$ cat config.mk
export PLATFORM = sky130hd
export DESIGN_NAME = rect_detect
export DESIGN_NICKNAME = d
export VERILOG_FILES = /design/src/rtl/rect_detect.sv
export SDC_FILE = /design/constraint.sdc
export NUM_CORES = 1
export LEC_CHECK = 0
export BUFFER_PORTS_ARGS = -buffer_cell sky130_fd_sc_hd__buf_2
export CORE_AREA = 2 2 120 122
export DETAILED_ROUTE_END_ITERATION = 12
export DIE_AREA = 0 0 122 124
export HOLD_SLACK_MARGIN = 0.02
export PLACE_DENSITY = 0.67
export SYNTH_ARGS = -nofsm -noshare
export SYNTH_HDL_FRONTEND = slang
export SYNTH_SLANG_ARGS = --single-unit
export TNS_END_PERCENT = 20
$ cat constraint.sdc
create_clock -name clk_pix -period 4.4 [get_ports clk_pix]
set_clock_uncertainty 0.15 [all_clocks]
set_input_delay 0.44 -clock clk_pix [delete_from_list [all_inputs] [get_ports clk_pix]]
set_output_delay 0.44 -clock clk_pix [all_outputs]
set_load 0.02 [all_outputs]
$ cat src/rtl/rect_detect.sv
// rect_detect: pixel-stream sink that recovers, once per frame, the bounding
// box of every pixel that matches a key colour. It reports the result with a
// one-cycle frame_valid pulse and flags a restarted frame with sync_err.
// Optional build macro: RECT_DETECT_STATS_EN adds a saturating match counter
// on match_cnt. Without it, match_cnt is tied to 0.
module rect_detect #(
  parameter int          CORDW = 10,
  parameter int          H_RES = 640,
  parameter int          V_RES = 480,
  parameter logic [7:0]  KEY_R = 8'hFF,
  parameter logic [7:0]  KEY_G = 8'hFF,
  parameter logic [7:0]  KEY_B = 8'hFF,
  parameter int          CNTW  = 19
) (
  input  logic             clk_pix,
  input  logic             rst_pix_n,
  input  logic [CORDW-1:0] sx,
  input  logic [CORDW-1:0] sy,
  input  logic             de,
  input  logic [7:0]       r,
  input  logic [7:0]       g,
  input  logic [7:0]       b,
  output logic [CORDW-1:0] box_x0,
  output logic [CORDW-1:0] box_y0,
  output logic [CORDW-1:0] box_x1,
  output logic [CORDW-1:0] box_y1,
  output logic             found,
  output logic             frame_valid,
  output logic             sync_err,
  output logic [CNTW-1:0]  match_cnt
);

  localparam logic [CORDW-1:0] LAST_X = CORDW'(H_RES - 1);
  localparam logic [CORDW-1:0] LAST_Y = CORDW'(V_RES - 1);

  typedef enum logic [1:0] {IDLE, SCAN, REPORT} state_t;

  state_t           state;
  logic             hit;
  logic [CORDW-1:0] min_x, min_y, max_x, max_y;

  logic             start, last, match, accept;
  logic             b_hit, nx_hit;
  logic [CORDW-1:0] b_min_x, b_min_y, b_max_x, b_max_y;
  logic [CORDW-1:0] nx_min_x, nx_min_y, nx_max_x, nx_max_y;

  // Decode the pixel and compute the accumulator values after absorbing it.
  // A start pixel always opens a fresh frame, so it sees cleared accumulators.
  always_comb begin
    start  = de && (sx == '0) && (sy == '0);
    last   = de && (sx == LAST_X) && (sy == LAST_Y);
    match  = de && (r == KEY_R) && (g == KEY_G) && (b == KEY_B);
    accept = (state == SCAN && de) || (state == IDLE && start);

    b_hit   = start ? 1'b0 : hit;
    b_min_x = start ? '0 : min_x;
    b_min_y = start ? '0 : min_y;
    b_max_x = start ? '0 : max_x;
    b_max_y = start ? '0 : max_y;

    nx_hit   = b_hit || match;
    nx_min_x = b_min_x;
    nx_min_y = b_min_y;
    nx_max_x = b_max_x;
    nx_max_y = b_max_y;
    if (match) begin
      if (!b_hit) begin
        nx_min_x = sx;
        nx_min_y = sy;
        nx_max_x = sx;
        nx_max_y = sy;
      end else begin
        if (sx < b_min_x) nx_min_x = sx;
        if (sy < b_min_y) nx_min_y = sy;
        if (sx > b_max_x) nx_max_x = sx;
        if (sy > b_max_y) nx_max_y = sy;
      end
    end
  end

  // Frame FSM, accumulators and registered report outputs. The report is
  // loaded on the edge that samples the last pixel, so it becomes visible
  // during the one-cycle REPORT state.
  always_ff @(posedge clk_pix) begin
    if (!rst_pix_n) begin
      state       <= IDLE;
      hit         <= 1'b0;
      min_x       <= '0;
      min_y       <= '0;
      max_x       <= '0;
      max_y       <= '0;
      box_x0      <= '0;
      box_y0      <= '0;
      box_x1      <= '0;
      box_y1      <= '0;
      found       <= 1'b0;
      frame_valid <= 1'b0;
      sync_err    <= 1'b0;
    end else begin
      frame_valid <= 1'b0;
      sync_err    <= 1'b0;
      case (state)
        IDLE, SCAN: begin
          if (accept) begin
            hit   <= nx_hit;
            min_x <= nx_min_x;
            min_y <= nx_min_y;
            max_x <= nx_max_x;
            max_y <= nx_max_y;
            state <= SCAN;
            if (state == SCAN && start) sync_err <= 1'b1;
            if (last) begin
              box_x0      <= nx_hit ? nx_min_x : '0;
              box_y0      <= nx_hit ? nx_min_y : '0;
              box_x1      <= nx_hit ? nx_max_x : '0;
              box_y1      <= nx_hit ? nx_max_y : '0;
              found       <= nx_hit;
              frame_valid <= 1'b1;
              state       <= REPORT;
            end
          end
        end
        REPORT: begin
          // Any pixel here is ignored; legal streams are blanking now.
          hit   <= 1'b0;
          min_x <= '0;
          min_y <= '0;
          max_x <= '0;
          max_y <= '0;
          state <= IDLE;
        end
        default: state <= IDLE;
      endcase
    end
  end

`ifdef RECT_DETECT_STATS_EN
  logic [CNTW-1:0] cnt, b_cnt, nx_cnt;

  // Saturating count of matches within the current frame.
  always_comb begin
    b_cnt  = start ? '0 : cnt;
    nx_cnt = b_cnt;
    if (match && (b_cnt != '1)) nx_cnt = b_cnt + CNTW'(1);
  end

  // Counter follows the same accept/report/clear timing as the box.
  always_ff @(posedge clk_pix) begin
    if (!rst_pix_n) begin
      cnt       <= '0;
      match_cnt <= '0;
    end else if (state == REPORT) begin
      cnt <= '0;
    end else if (accept) begin
      cnt <= nx_cnt;
      if (last) match_cnt <= nx_cnt;
    end
  end
`else
  assign match_cnt = '0;
`endif

endmodule

# == Yosys cells after proc, flatten, opt, wreduce, memory -nomap -nowiden ==
# Index checks and enable logic that the tools add are counted.
# W data, S select, Z words.
# totals
in_bits,47
reg_bits,86
latch_bits,0
memories,0
output_inout_bits,62
wordCells,80
rom_bits,0
ram_bits,0
# classes
eq_ne,8
reduce_logical,21
order_cmp,4
mul,0
n_addsub,0
n_shift,0
bitwise,0
div_mod_pow,0
n_mux,34
# op_table
operator,n
$mux W10,24
$pmux W10 S2,4
$eq A8 B8 Y1 const B,3
$gt A10 B10 Y1,2
$logic_not A10 Y1,2
$lt A10 B10 Y1,2
$eq A10 B10 Y1 const B,1
$eq A10 B9 Y1 const B,1
$logic_and A1 B1 Y1,10
$reduce_and A3 Y1,2
$mux W1,4
$reduce_and A2 Y1,2
$eq A2 B1 Y1 const B,1
$eq A2 B2 Y1 const B,1
$logic_not A2 Y1,1
$logic_or A1 B1 Y1,2
$mux W2,1
$ne A2 B2 Y1 const B,1
$pmux W1 S2,1
$reduce_bool A2 Y1,1
$reduce_or A2 Y1,1

# == Logic depth before layout (Yosys ltp) ==
# Gate-level depths: netlist (run 1).
# logic_depth
depth_word,10
mapped_depth,16
depth_no_buf,12

# == Worst setup path before layout (run 1) ==
# No wires, ideal clock.
# synth_path
path_kind,input to register
from,in sx[0]
to,reg box_y1[0]
arrival_ns,3.916
required_time_ns,4.187
slack_ns,0.271
setup_time_ns,0.063
n_path_buf,3
stages,15
path_cell_list,buf_6 or4_4 nor4_4 nand2_2 clkbuf_1 clkbuf_1 nand2_1 ha_1 and4_1 a21oi_1 o2111a_1 a211oi_1 a2111oi_2 a22oi_1 nand2_1
# synth_via
elab_chain_cells,9
# synth_rtl
element,line,source
start: declaration,17,"input logic [CORDW-1:0] sx,"
$logic_not A10 Y1,50,start = de && (sx == '0) && (sy == '0);
$logic_and A1 B1 Y1 (2 in a row),50,
$mux W10,59,b_max_y = start ? '0 : max_y;
$gt A10 B10 Y1,76,if (sy > b_max_y) nx_max_y = sy;
$mux W10,76,
$mux W10,67,if (!b_hit) begin
$mux W10,66,if (match) begin
$mux W10,116,box_y1 <= nx_hit ? nx_max_y : '0;
end signal: assignment,116,
end: declaration,26,"output logic [CORDW-1:0] box_y1,"
# Parallel ways exist; a longest one is shown, timed or not.
# A chain may end at the register's enable or synchronous reset.

# == Worst setup path after layout (run 1) ==
# layout_path
from,in sx[8]
to,reg min_x[3]
# layout_via
elab_chain_cells,10
# layout_rtl
element,line,source
$logic_not A10 Y1,50,
$logic_and A1 B1 Y1 (2 in a row),50,
$mux W10,56,b_min_x = start ? '0 : min_x;
$lt A10 B10 Y1,73,if (sx < b_min_x) nx_min_x = sx;
$mux W10,73,
$mux W10,67,
$mux W10,66,
$mux W10,104,if (accept) begin
$pmux W10 S2,102,case (state)
end signal: assignment,106,min_x <= nx_min_x;
end: declaration,40,"logic [CORDW-1:0] min_x, min_y, max_x, max_y;"
# Parallel ways exist; a longest one is shown, timed or not. The select of a mux whose other input is x is not followed.

==> results of run 1 <==
[power groups by stage]
stage | combinational (mW) | sequential [mW] | clock [mW]
detailed placement | 0.142 | 0.796 | 0
finish | 0.144 | 0.778 | 0.783
global route | 0.158 | 0.777 | 0.836
global placement | 0.137 | 0.796 | 0
floorplan | 0.0878 | 0.796 | 0
CTS | 0.142 | 0.778 | 0.800
[layout by cell type, fill, tap and decap left out, drive strengths merged, types with 6 or more instances in the layout]
master,count
nor3,12
a22o,31
and2,14
a22oi,27
a211oi,6
nand3,17
conb,19
a32o,13
ha,38
o21ai,50
clkbuf,9
a21oi,17
dfxtp,86
buf,104
nor2,11
inv,13
nand2,90
nor4,7
nand4,17
a31oi,9
[kinds of logic after synthesis]
kind of cell	after synthesis
buffers and inverters	55
AND/OR/NAND/NOR	182
other	1
adder cells (fa/ha/maj)	38
AO/OA/AOI/OAI	175
flip-flops	86
[routing by layer]
metal	wire, um	vias up	share of wire	track usage
met5	0	-	0	0
met4	244	0	0.018	0.06825
met3	707	18	0.052	0.03846
met2	6754	121	0.49	0.3177
met1	5990	2164	0.44	0.2236
li1	-	2161	-	-
[worst max-delay path, delay by kind of cell]
kind,cells,cell delay (ns)
compound gates,6,1.43
buf+inv,2,0.44
fa+ha+maj,1,0.25
simple gates,5,1.36
[sequential cells by signal (all words and copies together), names as in the netlist]
| register | cells |
|---|---|
| box_x1 | 10 |
| found | 1 |
| min_x | 10 |
| box_x0 | 10 |
| state | 2 |
| min_y | 10 |
| frame_valid | 1 |
| hit | 1 |
| max_y | 10 |
| max_x | 10 |
| box_y0 | 10 |
| sync_err | 1 |
| box_y1 | 10 |
[metrics by stage]
| step | power [mW] | hold slack [ns] | setup slack (ns) | cell area (um^2) |
|---|---|---|---|---|
| after floorplan | 0.8836 | 0.3063 | 0.2707 | 4803 |
| final | 1.705 | 0.2778 | 0.5632 | 5629 |
| after CTS | 1.720 | 0.2687 | 0.6075 | 5629 |
| after global placement | 0.9323 | 0.2816 | 0.3403 | 5323 |
| after global routing | 1.771 | 0.2761 | 0.2895 | 5629 |
| after detailed placement | 0.9376 | 0.2908 | 0.2582 | 5323 |
[worst paths after layout]
| path | cells after the start | slack [ns] | to |
|---|---|---|---|
| max | 14 | 0.56 | min_x[3] |
| max reg2reg | 9 | 1.65 | box_y0[5] |
| min reg2reg | 2 | 0.30 | box_y0[4] |
| min | 2 | 0.28 | min_y[5] |
[final cells by class]
class	count	area [um^2]	share of cell area
repair buffers	104	558.0	0.09913
well taps	180	225.2	0.04001
clock buffers	9	225.2	0.04001
multi-input cells	414	2776	0.4932
inverters	11	41.29	0.007335
flip-flops and latches	86	1722	0.3058
clock inverters	7	81.33	0.01445
==> impl_metrics.toml, run 1 <==
[status]
status = "finished, final reports clean"

[global_routing]
grt_max_degree = 34
gr-usage-all-layers = 0.1832
grt_pass1_vias = 4469
grt-ovfl-total = 0
antenna_found_initial = 0
grt_pass1_wl_mm = 21.94

[logic_synthesis]
synth_ff_type = "dfxtp_1"
ys_ff_latch = 86
synth-compound-area-share = 0.2734
synth_top_family_by_area = "compound AO/OA/AOI/OAI gates"
synthArstFlopShare = 0
ys_top_cells_by_count = "nand2_1 (88), dfxtp_1 (86), o21ai_0 (44)"
synth-xor-area-share = 0
synth_fa_ha_area_frac = 0.1004
yosys.area.top_type = "dfxtp_1"
syn_inst = 537
ys_warn_count = 0
yosys-top-cells-area = "dfxtp_1 (36%), ha_1 (10%), nand2_1 (7.0%)"
syn_avg_cell_area_um2 = 8.819
synthMuxAreaShare = 0
synth-edff-count = 0
synth_top_area_frac = 0.3635
yosysMostFrequentCell = "nand2_1"
ys_seq_area_frac = 0.3635
syn-cell-area_um2 = 4736
synth_simple_gate_area_share = 0.1968
ys_types = 54

[routing]
drtIter0Drc = 300
drc_errors = 0
drtPass1Iterations = 5
drt-vias-per-instance = 5.504
detail-route-antenna-nets = 0
finalWirelength_mm = 13.70
vias = 4464
wl_per_cell_um = 16.89

[floorplan]
die_h_um = 124
die_x_um = 122
pin_count = 109
initial_core_util = 0.3452
rows = 43
dieArea_um2 = 15130
core_um2 = 13720

[timing]
fin_crit_ns = 3.837
setup_viol = 0
fmax_mhz = 260.6
final_hold_viol_count = 0
rsz0062_at_grt = "false"
tightest_slew_ns = 0.8118
final-max-slew-violation-count = 0
max_slew_margin = 0.4588
period_share = 0.8720
fin_setup_tns_ns = 0

[clock_network]
h-tree-depth = 3
numCtsBuffers = 9
tritoncts = "yes"
post_cts_buffers = 0
hold_buffers = 0
clkTransAtPathRegs_ns = 0.07
ctsResizeCount = 0
clock_tree.buffer_depth = 2
clock-sinks = 86
clock_latency_ns = 0.34
root_buffer = "clkbuf_16"

[final_layout]
num-fill-cells = 1410
diodes = 0
fin_cells = 811
drive_gt1_frac = 0.2235
final_util = 0.4103
area_delta_synth_final_pct = 18.86
nNetsFinal = 711

[power]
combPwrFrac = 0.084
p_int_mw = 1.275
pwr-share-clk = 0.459
total_leakage_power_nw = 2.256
power_switching_mw = 0.4293
power_density_nw_per_um2 = 302.8
ir_worst_vdd_mv = 0.1861
switching_share = 0.2519
p_seq_frac = 0.456

[placed_design]
dpl.cell_count = 795
place_congestion = 0.9423
dp_hpwl_mm = 10.34
port_buffers = 89

[setup_path]
crit_slowest_cell = "or4b_4"
r2r-start = "min_y[5]"
startpoint = "sx[8]"
crit_fanout = 33
critPathArrivalTime_ns = 3.96
critPathCaptureType = "flop"
cpMostUsedCell = "nand2_1"
required_ns = 4.52
cp-start-kind = "input port"
slowest_delay_ns = 0.58
crit_type = "input port to flop"
path_cells = "buf_2, or4b_4, nor4_4, nand2_2, buf_4, nand2_1, ha_1, a211oi_1, o21ai_0, o311a_1, a21oi_1, o21a_1, nand2_1, a31oi_1"

[min_path]
hold_class = "input port to flop"
hold_start = "sy[5]"

[run]
drv_cap = 0
(Power assumes the default switching activity.)
==> run 2: changes to the inputs <==
==> constraint.sdc (replaced) <==
create_clock -name clk_pix -period 4.4 [get_ports clk_pix]
set_clock_uncertainty 0.15 [all_clocks]
set_input_delay 0.88 -clock clk_pix [delete_from_list [all_inputs] [get_ports clk_pix]]
set_output_delay 0.88 -clock clk_pix [all_outputs]
set_load 0.02 [all_outputs]
==> run 2 against run 1 <==
Compared with the run above:
- via count grew 3.2%
- critical endpoint is now min_x[8]
- register-to-register slack better by 0.09 ns
- sequential share of layout area down 0.83 points
- combinational power grew 9.7%
- die area unchanged
- sequential power barely moved
- wire length increased by 4.1%
- largest cell class unchanged
- clock power up 4.0%
==> impl_metrics.toml, run 2 (synthesis results as in run 1) <==
[status]
status = "finished, final reports clean"

[setup_path]
required_ns = 4.45
path_cells = "buf_2, or4b_4, nor4_4, nand2_2, buf_12, buf_4, nand2_1, ha_1, o211ai_1, nand2b_1, o311a_1, a21oi_1, o21ai_0, buf_4, nand3_1, a31oi_1"
crit_fanout = 24
crit_slowest_cell = "or4b_4"
crit_type = "input port to flop"
cpMostUsedCell = "buf_4"
reg2reg_slack_ns = 1.74
cp-start-kind = "input port"
reg2reg_depth = 10
critPathCaptureType = "flop"
slowest_delay_ns = 0.57
critPathArrivalTime_ns = 4.18

[global_routing]
grt-ovfl-total = 0
grt_pass1_vias = 4559
antenna_found_initial = 0
grt_pass1_wl_mm = 22.70
gr-usage-all-layers = 0.1922
grt_max_degree = 26

[final_layout]
mostFrequentLayoutCells = "buf_2 (89), nand2_1 (88), dfxtp_1 (86), o21ai_0 (43), ha_1 (38)"
fin_cells = 826
nNetsFinal = 726
layout_commonest_cell = "buf_2"
diodes = 0
drive_gt1_frac = 0.2430
fin_area_um2 = 5787
area_delta_synth_final_pct = 22.19

[timing]
fmax_mhz = 241.9
rsz0062_at_grt = "false"
final_hold_viol_count = 0
hold_ws_ns = 0.2994
max_slew_margin = 0.5043
period_share = 0.9397
fin_crit_ns = 4.135
final-max-slew-violation-count = 0
setup_viol = 0
worst_slack_ns = 0.2654
fin_setup_tns_ns = 0
tightest_slew_ns = 0.7427

[clock_network]
ctsResizeCount = 0
root_buffer = "clkbuf_16"
clock_tree.buffer_depth = 2
numCtsBuffers = 9
hold_buffers = 0
clock-sinks = 86
post_cts_buffers = 0
h-tree-depth = 3
clkTransAtPathRegs_ns = 0.06
clock_latency_ns = 0.35
tritoncts = "yes"

[placed_design]
place_congestion = 1.001
port_buffers = 89
placed_area_um2 = 5465
dp_hpwl_mm = 10.81
dpl.cell_count = 810
post-place-ws_ns = -0.08544

[floorplan]
rows = 43
core_um2 = 13720
initial_core_util = 0.3452
die_h_um = 124
dieArea_um2 = 15130
pin_count = 109
die_x_um = 122

[routing]
finalWirelength_mm = 14.26
drtPass1Iterations = 5
detail-route-antenna-nets = 0
wl_per_cell_um = 17.27
drtIter0Drc = 300
drt-vias-per-instance = 5.575
vias = 4605
drc_errors = 0

[power]
power_density_nw_per_um2 = 302.6
total_leakage_power_nw = 2.333
ir_worst_vdd_mv = 0.1893

[min_path]
worstHoldPathCells = 2
hold_class = "flop to flop"

[run]
drv_cap = 0
==> run 2: cell types whose count changed in the layout (fill, tap and decap cells not counted), sizes merged <==
cell,previous run,this run
buf,104,119
inv,13,10
clkbuf,9,11
clkinv,4,2
clkinvlp,0,2
bufinv,1,2
==> run 2: final timing paths <==
check             startpoint        end
setup reg to reg    max_y[4]   max_y[8]
hold / removal     box_x1[8]  box_x1[8]
setup / recovery       sx[8]   min_x[8]
hold reg to reg    box_x1[8]  box_x1[8]
==> run 2: area by class of cell <==
type	instances	area (um^2)
inverter	11	41.29
tap	180	225.2
sequential	86	1722
clock inverter	5	83.83
fill	1375	7933
timing repair buffer	119	683.2
multi-input combinational	414	2799
clock buffer	11	232.7
==> run 2: report_power, final <==
part | switching, mW | internal [mW]
registers | 0.000000108 | 0.778
logic | 0.103 | 0.0559
clock network | 0.316 | 0.499
==> run 2: through the flow <==
stage,utilization,total power [mW]
2_1_floorplan,-,0.8845
3_3_place_gp,0.3984,0.9449
3_5_place_dp,0.3984,0.9507
4_1_cts,0.4214,1.758
5_1_grt,0.4218,1.811
6_report,0.4218,1.751
==> run 2: routing by layer <==
layer | up-vias | GRT usage | part of all wire
li1 | 2198 | - | -
met2 | 166 | 0.3383 | 0.50
met1 | 2220 | 0.2303 | 0.42
met4 | 0 | 0.07759 | 0.021
met3 | 21 | 0.03663 | 0.061
met5 | - | 0 | 0
==> run 2: worst max-delay path: cells and delay by family <==
family,cells,cell delay [ns]
buffers and inverters,4,0.78
AOI/OAI and AO/OA,5,0.91
adders and majority gates,1,0.23
and+or+nand+nor,6,1.37
==> run 3: changes to the inputs <==
--- a/config.mk
+++ b/config.mk
@@ -5,10 +5,11 @@
 export SDC_FILE = /design/constraint.sdc
 export NUM_CORES = 1
 export LEC_CHECK = 0
+export ABC_AREA = 1
 export BUFFER_PORTS_ARGS = -buffer_cell sky130_fd_sc_hd__buf_2
-export CORE_AREA = 2 2 120 122
+export CORE_AREA = 2 2 123 125
 export DETAILED_ROUTE_END_ITERATION = 12
-export DIE_AREA = 0 0 122 124
+export DIE_AREA = 0 0 125 127
 export HOLD_SLACK_MARGIN = 0.02
 export PLACE_DENSITY = 0.67
 export SYNTH_ARGS = -nofsm -noshare
==> constraint.sdc (replaced) <==
create_clock -name clk_pix -period 4.4 [get_ports clk_pix]
set_clock_uncertainty 0.15 [all_clocks]
set_input_delay 1.32 -clock clk_pix [delete_from_list [all_inputs] [get_ports clk_pix]]
set_output_delay 1.32 -clock clk_pix [all_outputs]
set_load 0.02 [all_outputs]
==> run 3 against run 2 <==
Compared with the run above:
- register-to-register slack improved by 0.33 ns
- clock power rose by 9.0%
- sequential power barely moved
- final cell count up 21%
- first-iteration DRC count increased by 22%
- wire length rose by 1.5%
- critical endpoint is now box_x1[8]
- core utilization is 0.89 points lower
- largest cell class unchanged
- flip-flop and latch count unchanged
==> impl_metrics.toml, run 3 <==
[timing]
final_hold_viol_count = 0
max_slew_margin = 0.4609
setup_viol = 0
tightest_slew_ns = 0.8075
fmax_mhz = 256.7
worst_slack_ns = 0.5041
fin_crit_ns = 3.896
fin_setup_tns_ns = 0
rsz0062_at_grt = "false"
final-max-slew-violation-count = 0
period_share = 0.8854

[clock_network]
ctsResizeCount = 0
h-tree-depth = 3
clock_tree.buffer_depth = 2
tritoncts = "yes"
root_buffer = "clkbuf_16"
clock-sinks = 86
hold_buffers = 0
clock_latency_ns = 0.35
clkTransAtPathRegs_ns = 0.06
numCtsBuffers = 9
post_cts_buffers = 0

[logic_synthesis]
ys_warn_count = 0
synth_top_area_frac = 0.3417
syn_avg_cell_area_um2 = 6.883
ys_ff_latch = 86
ys_top_cells_by_count = "nand2_1 (215), nand3_1 (129), a21oi_1 (100)"
synth-edff-count = 0
yosysMostFrequentCell = "nand2_1"
syn-cell-area_um2 = 5039
synth_ff_type = "dfxtp_1"
yosys.area.top_type = "dfxtp_1"
yosys-top-cells-area = "dfxtp_1 (34%), nand2_1 (16%), nand3_1 (13%)"
synthArstFlopShare = 0
ys_seq_area_frac = 0.3417
ys_types = 28
syn_inst = 732

[global_routing]
grt-ovfl-total = 0
gr-usage-all-layers = 0.1832
grt_max_degree = 46
grt_pass1_vias = 4746
grt_pass1_wl_mm = 23.78
antenna_found_initial = 0

[routing]
wl_per_cell_um = 14.51
finalWirelength_mm = 14.48
wl_met3_um = 836
topRoutingLayerUsed = "met4"
drtIter0Drc = 365
met1_length_mm = 6.899
wl_met2_mm = 6.453
vias = 5094
detail-route-antenna-nets = 0
drc_errors = 0
drtPass1Iterations = 5
drt-vias-per-instance = 5.104

[status]
status = "finished, final reports clean"

[power]
total_leakage_power_nw = 2.592
power_density_nw_per_um2 = 301.6
ir_worst_vdd_mv = 0.1727

[placed_design]
post-place-ws_ns = 0.2370
dp_hpwl_mm = 10.82
dpl.cell_count = 982
port_buffers = 89
place_congestion = 0.9680

[setup_path]
endpoint = "box_x1[8]"
reg2reg_depth = 12
startpoint = "sy[4]"
critPathArrivalTime_ns = 3.94
cp-start-kind = "input port"
crit_type = "input port to flop"
reg2reg_slack_ns = 2.07
r2r-start = "max_y[8]"
reg2reg_to = "box_y1[9]"
critPathCaptureType = "flop"
required_ns = 4.44
crit_fanout = 33

[final_layout]
area_delta_synth_final_pct = 18.20
diodes = 0
layout_commonest_cell = "nand2_1"
mostFrequentLayoutCells = "nand2_1 (215), nand3_1 (129), a21oi_1 (99), buf_2 (89), dfxtp_1 (86)"
drive_gt1_frac = 0.1622
fin_cells = 998
nNetsFinal = 894

[min_path]
hold_class = "flop to flop"
worstHoldPathCells = 2

[floorplan]
die_x_um = 125
core_um2 = 14420
initial_core_util = 0.3493
dieArea_um2 = 15880
pin_count = 109
die_h_um = 127
rows = 44

[run]
drv_cap = 0
run 3: logic make-up after synthesis:
kind of cell | synth area share
buffers and inverters | 0.09213
other | 0.0007443
AOI/OAI and AO/OA | 0.1125
DFF | 0.3417
adders and majority gates | 0.09436
and+or+nand+nor | 0.3586
run 3: area by class of cell:
type | count | area [um^2]
fill | 1526 | 8468
multi-input combinational | 570 | 2930
sequential | 86 | 1722
timing repair buffer | 104 | 583.1
clock buffer | 10 | 239.0
tap | 184 | 230.2
inverter | 38 | 142.6
clock inverter | 6 | 108.9
run 3: worst min path at each step:
stage / startpoint / endpoint / slack, ns
2_1_floorplan: hit / hit / 0.29
3_5_place_dp: min_x[4] / min_x[4] / 0.31
4_1_cts: box_y0[4] / box_y0[4] / 0.32
5_1_grt: max_y[1] / max_y[1] / 0.33
3_3_place_gp: box_y1[9] / box_y1[9] / 0.30
6_report: box_x1[0] / box_x1[0] / 0.31
run 3: report_power, final:
part	total [mW]	switching (mW)	internal (mW)
clock	0.887	0.317	0.569
combinational	0.131	0.0897	0.0416
sequential	0.778	0.00000000761	0.778
run 3: per-layer routing:
layer | up-vias | global-route usage
met3 | 21 | 0.04062
met4 | 0 | 0.06797
li1 | 2602 | -
met5 | - | 0
met1 | 2315 | 0.2489
met2 | 156 | 0.2864
run 3: through the flow:
step | cell area [um^2] | utilization | hold slack [ns] | total power, mW
floorplan | 5106 | - | 0.2910 | 0.8827
global placement | 5608 | 0.3888 | 0.2998 | 0.9249
detailed placement | 5608 | 0.3888 | 0.3058 | 0.9257
CTS | 5956 | 0.4129 | 0.3154 | 1.808
global route | 5956 | 0.4129 | 0.3295 | 1.864
finish | 5956 | 0.4129 | 0.3106 | 1.796
run 3: critical path, cell delays in order:
cell	delay (ns)
buf_2	0.14
inv_1	0.10
nand4_1	0.18
nor2_1	0.16
nand4_2	0.16
buf_12	0.22
nand2_1	0.12
ha_1	0.26
a21oi_1	0.16
o21ai_0	0.12
nand2_1	0.07
nand3_1	0.06
o31ai_1	0.07
nand2_1	0.23
nand2_1	0.26
nand2_1	0.10
nand3_1	0.12
a21oi_1	0.07
